==> src/rtl/data_mem_responder.sv <==
// data_mem_responder
// Word-addressed data memory that answers load/store requests from the
// EX/MEM pipeline register after a fixed number of wait states.
// Handshake: 'ready' low freezes the upstream pipeline until the access completes.
// Optional alignment checking is enabled by defining the MEM_ALIGN_CHECK_EN macro.
// Without it, 'misaligned' is tied low and address bits [1:0] are ignored.

module data_mem_responder #(
  parameter int DEPTH       = 64,    // number of 32-bit words
  parameter int BASE_ADDR   = 1024,  // byte address of word 0
  parameter int WAIT_CYCLES = 3      // extra wait states per access, 0..15
) (
  input  logic        clk,
  input  logic        rst,
  input  logic        MEM_R_EN,
  input  logic        MEM_W_EN,
  input  logic [31:0] ALU_result,
  input  logic [31:0] ST_val,
  output logic        ready,
  output logic [31:0] MEM_result,
  output logic        misaligned
);

  localparam int          IDX_W     = (DEPTH > 1) ? $clog2(DEPTH) : 1;
  localparam logic [31:0] BASE      = 32'(BASE_ADDR);
  localparam logic [31:0] SPAN      = 32'(4 * DEPTH);
  // Counter value on which BUSY hands over to DONE; unused when WAIT_CYCLES is 0.
  localparam logic [3:0]  LAST_WAIT = (WAIT_CYCLES > 0) ? 4'(WAIT_CYCLES - 1) : 4'd0;

  localparam logic [1:0] S_IDLE = 2'd0;
  localparam logic [1:0] S_BUSY = 2'd1;
  localparam logic [1:0] S_DONE = 2'd2;

  // State and latched request.
  logic [1:0]  r_state;
  logic [3:0]  r_wait_cnt;
  logic [31:0] r_addr;
  logic [31:0] r_wdata;
  logic        r_is_write;
  logic        r_is_read;
  logic [31:0] r_mem_result;
  logic [31:0] r_mem [DEPTH];

  // Decoded request and access qualification.
  logic             w_req;
  logic [1:0]       w_state_next;
  logic [31:0]      w_offset;
  logic             w_in_range;
  logic [IDX_W-1:0] w_index;
  logic             w_align_fault;
  logic             w_access_ok;
  logic             w_commit_write;
  logic             w_commit_read;

  assign w_req = MEM_R_EN | MEM_W_EN;

  // Range check is done on the full byte offset before truncating to a word index,
  // so addresses beyond the array never alias onto a real word.
  assign w_offset   = r_addr - BASE;
  assign w_in_range = (r_addr >= BASE) && (w_offset < SPAN);
  assign w_index    = w_offset[IDX_W+1:2];

`ifdef MEM_ALIGN_CHECK_EN
  assign w_align_fault = (r_addr[1:0] != 2'b00);
  assign misaligned    = (r_state == S_DONE) && w_align_fault;
`else
  assign w_align_fault = 1'b0;
  assign misaligned    = 1'b0;
`endif

  assign w_access_ok    = w_in_range && !w_align_fault;
  assign w_commit_write = (r_state == S_DONE) && r_is_write && w_access_ok;
  assign w_commit_read  = (r_state == S_DONE) && r_is_read;

  // Ready is purely a function of state and the live request: a fresh request
  // seen in IDLE already stalls the pipeline in the same cycle.
  assign ready = ((r_state == S_IDLE) && !w_req) || (r_state == S_DONE);

  assign MEM_result = r_mem_result;

  // Next-state selection for the IDLE -> BUSY -> DONE access sequence.
  always_comb begin
    w_state_next = r_state;
    case (r_state)
      S_IDLE: begin
        if (w_req) begin
          w_state_next = (WAIT_CYCLES == 0) ? S_DONE : S_BUSY;
        end
      end
      S_BUSY: begin
        if (r_wait_cnt == LAST_WAIT) begin
          w_state_next = S_DONE;
        end
      end
      S_DONE: begin
        w_state_next = S_IDLE;
      end
      default: begin
        w_state_next = S_IDLE;
      end
    endcase
  end

  // State register.
  always_ff @(posedge clk or posedge rst) begin
    if (rst) begin
      r_state <= S_IDLE;
    end else begin
      r_state <= w_state_next;
    end
  end

  // Wait-state counter: cleared when an access is accepted, counts through BUSY.
  always_ff @(posedge clk or posedge rst) begin
    if (rst) begin
      r_wait_cnt <= 4'd0;
    end else if ((r_state == S_IDLE) && w_req) begin
      r_wait_cnt <= 4'd0;
    end else if (r_state == S_BUSY) begin
      r_wait_cnt <= r_wait_cnt + 4'd1;
    end
  end

  // Capture the request on acceptance; a simultaneous read+write is a write only.
  always_ff @(posedge clk or posedge rst) begin
    if (rst) begin
      r_addr     <= 32'd0;
      r_wdata    <= 32'd0;
      r_is_write <= 1'b0;
      r_is_read  <= 1'b0;
    end else if ((r_state == S_IDLE) && w_req) begin
      r_addr     <= ALU_result;
      r_wdata    <= ST_val;
      r_is_write <= MEM_W_EN;
      r_is_read  <= MEM_R_EN & ~MEM_W_EN;
    end
  end

  // Storage array; the whole array clears on reset, so it is built from flops.
  always_ff @(posedge clk or posedge rst) begin
    if (rst) begin
      for (int i = 0; i < DEPTH; i++) begin
        r_mem[i] <= 32'd0;
      end
    end else if (w_commit_write) begin
      r_mem[w_index] <= r_wdata;
    end
  end

  // Load data updates only when a read completes; rejected reads return zero.
  always_ff @(posedge clk or posedge rst) begin
    if (rst) begin
      r_mem_result <= 32'd0;
    end else if (w_commit_read) begin
      r_mem_result <= w_access_ok ? r_mem[w_index] : 32'd0;
    end
  end

endmodule

==> config.mk <==
export PLATFORM = sky130hd
export DESIGN_NAME = data_mem_responder
export DESIGN_NICKNAME = d
export VERILOG_FILES = /design/src/rtl/data_mem_responder.sv
export SDC_FILE = /design/constraint.sdc
export NUM_CORES = 2
export LEC_CHECK = 0
export CORE_ASPECT_RATIO = 0.9
export CORE_MARGIN = 8
export CORE_UTILIZATION = 40
export DETAILED_ROUTE_END_ITERATION = 10
export DONT_BUFFER_PORTS = 1
export PLACE_DENSITY = 0.56
export SYNTH_ARGS = -nofsm -noshare
export SYNTH_HDL_FRONTEND = slang
export SYNTH_SLANG_ARGS = --single-unit
export TNS_END_PERCENT = 30
==> constraint.sdc <==
create_clock -name clk -period 104.7 [get_ports clk]
set_input_delay 20.94 -clock clk [delete_from_list [all_inputs] [get_ports clk]]
set_output_delay 20.94 -clock clk [all_outputs]
set_load 0.1 [all_outputs]
==> summary.md <==
* final critical-path share of the clock period: 41.0%
* Post-CTS Setup Repair Bufs: 0
* post-synthesis cell type count: 75
* fraction of synthesized area in multiplexers: 32.2%
* crit path kind: primary input to primary output
* row count: 173
* Simple-Gate Fraction of Synth Area: 3.89%
* initial drt markers: 5678
* later-pin clock latency in the skew report: 920 ps
* height of the die: 487 um
* total of endpoints with negative setup slack in the final report: 0
* number of hold buffers added after cts: 0
* ys async rst share: 100%
* fin util: 44.2%
* DIE AREA: 0.263 sq mm
* gr ovfl total: 0
* antenna violations before repair: 20
* flip-flop and latch count after synthesis: 2150
* top sig layer: met5
* length of routed wiring on met1: 149000 um
* RePlAce Congestion: 0.800
* Worst setup EP type: primary output
* main combinational cell family by area after synthesis: multiplexers
* post-route antenna net violation count: 0
* adder and majority cell fraction of the synthesized area: 0.0254%
* Critical R2R Launch: r_addr[4]
* via count: 62100
* startpoint type of the worst setup path: primary input
* pwr/cell area: 23.0 mW/mm^2
* final number of hold-violating endpoints: 0
* depth of the worst hold-timing path: 1
* predominant post-synthesis flop cell: dfrtp_1
* depth of the most critical reg-to-reg path: 7
* pin count of the biggest net entering global routing: 169
* sequential share of the synthesized area: 54.5%
* setup repair after global routing missed its margin: no
* compound-gate portion of the synthesized area: 5.88%
* hold_sp: r_mem[295]
* total routing usage reported by global routing: 25.1%
* result of the run: completed
* time the final worst path needs with I/O delays and setup: 42940 ps
* placement-stage cell area: 0.102 sq mm
* Via density: 6.12
* htree depth: 4
* post-detailed-routing wire length: 337000 um
* count of pins over their slew limit: 0
* Resized cells post-CTS: 0
* class of the tightest hold or removal check: flip-flop to flip-flop
* normalized max-slew margin: 7.75%
* Warnings, synthesis: 0
* Worst Hold End: r_mem[295]
* post-synthesis instance area: 0.0986 sq mm
* cells after synthesis: 6984
* clock tree sinks: 2150
* first-pass iteration count of the detailed router: 5
* Net count, final: 6801
* maximum clock path buffer count: 4
* cell area after layout: 0.109 sq mm
* floorplan die width: 539 um
* flop-to-flop setup slack: 99170 ps
* total half-perimeter wirelength after legalization and detailed placement: 195000 um
* effective utilization at floorplan: 40.1%
* maximum fanout count along the critical path: 4
* xor/xnor cell area share of the yosys netlist: 0.0355%
* Leakage Power: 53.1 nW
* Boundary Pins: 102
* Post-Route Skew: 55.0 ps
* Clk pin slew, worst setup/hold paths: 50 ps
* worst reg2reg path endpoint: r_mem[821]
* data arrival time of the critical path: 22000 ps
* mean post-synth cell area: 14.1 sq um
* standard cell core area: 0.246 sq mm
* vias in the first global route: 64300
* Worst EP required: 83760 ps
* upper clock frequency limit: 23.3 MHz
* number of port buffers: 0
* number of design rule violations left after detail routing: 0
* global-route wire length before repair: 486000 um
* count of flip-flops with a built-in enable after synthesis: 0
* Max VDD drop: 0.0304 mV
* max-cap violations: 0
* clock tree from TritonCTS: built
* Mapped Nets: 7054
* setup total negative slack: 0 ps
* proportion of layout cells with a drive suffix above 1: 36.8%
* routed wire length on met3: 20900 um
* Worst Max-Slew Pin Slew: 1370 ps
* detail-routed net length per standard cell: 33.2 um
* number of buffers created by CTS: 227
* root buffer cell: clkbuf_16
* Met2 Routed Length: 153000 um
* Area growth, synth to finish: 10.4%
-- logic make-up (layout without fill, tap and decap cells) --
group	Yosys count	count (layout)
AOI/OAI and AO/OA	818	818
other	1	10
DFF	2150	2150
and+or+nand+nor	645	645
buffers and inverters	731	648
adders and majority gates	2	2
muxes	2633	2633
xor gates and xnor gates	4	4
-- layer usage --
layer / global-route usage [%] / up-vias
li1: - / 25300
met3: 4.00 / 614
met4: 9.36 / 8
met2: 39.4 / 2083
met1: 35.3 / 34100
met5: 0 / -
-- cell usage after synthesis (all sizes together), types with 52 or more instances --
| cell type | n | area (sq um) |
|---|---|---|
| a21oi | 95 | 475 |
| o221ai | 112 | 981 |
| clkbuf | 374 | 1400 |
| nor2 | 111 | 417 |
| nor4 | 72 | 1350 |
| nand2 | 317 | 1190 |
| buf | 345 | 1950 |
| mux2i | 190 | 1900 |
| a2bb2oi | 52 | 455 |
| o21ai | 97 | 485 |
| dfrtp | 2150 | 53800 |
| mux4 | 207 | 4660 |
| o22ai | 209 | 1310 |
| mux2 | 2236 | 25200 |
-- registers in the layout (all words and copies together) (netlist names) --
register	flops
r_mem	2048
r_is_write	1
r_is_read	1
r_addr	30
r_wait_cnt	4
r_wdata	32
MEM_result	32
r_state	2
-- per-stage QoR --
step                power, mW  setup WS (ps)  hold WS, ps  std cells
floorplan                1.34          23020          446       6984
global placement         1.69          61750          460       9739
detailed placement       1.70          61760          466       9739
CTS                      2.51          61760          480      10100
global route             2.58          61720          487      10100
finish                   2.50          61760          476      10100
-- where the power goes --
group	internal (mW)	total [mW]	switching, mW	leakage [nW]
logic	0.195	0.802	0.607	19.6
registers	0.845	0.891	0.0456	29.9
clock network	0.468	0.811	0.343	3.63
-- worst max path at each step --
stage          cells past startpoint  startpoint       endpoint
6_report                           3    MEM_R_EN          ready
5_1_grt                            3    MEM_R_EN          ready
4_1_cts                            3    MEM_R_EN          ready
3_5_place_dp                       3    MEM_R_EN          ready
3_3_place_gp                       3    MEM_R_EN          ready
2_1_floorplan                      1         rst  MEM_result[0]
-- layout make-up --
| type | instances | area, sq um |
|---|---|---|
| Inverter | 12 | 63.8 |
| Clock buffer | 352 | 6810 |
| Timing Repair Buffer | 237 | 1930 |
| Sequential cell | 2150 | 53900 |
| Antenna cell | 9 | 22.5 |
| Fill cell | 22100 | 137000 |
| Clock inverter | 47 | 546 |
| Tap cell | 3237 | 4050 |
| Multi-Input combinational cell | 4103 | 41600 |
-- layout by cell type, fill, tap and decap left out, types with 9 or more instances in the layout --
master	count
dfrtp_1	2115
nor4_1	9
bufinv_16	10
diode_2	9
nand2_1	314
nor2_1	106
nor4_4	62
clkbuf_16	231
a221oi_1	30
mux2_2	1614
o2111ai_1	11
buf_12	12
dfrtp_2	32
nor2b_1	14
mux2_1	622
mux2i_1	190
a2bb2oi_1	52
o22ai_1	209
nand4_1	12
clkinv_2	30
nand3_1	30
o211ai_1	11
o31ai_1	18
a21oi_1	95
clkbuf_8	57
buf_4	225
clkbuf_1	64
a22oi_1	48
a22o_1	12
o22a_1	20
o221ai_1	112
o21ai_0	95
mux4_2	207
nor3_1	14
a211oi_1	36
and2_1	12
-- worst max-delay path, cell delays in order --
cell and delay [ps]:
nor2_1 150, nor2_1 70, nor2_2 830
Power figures use the tool's default switching activity.
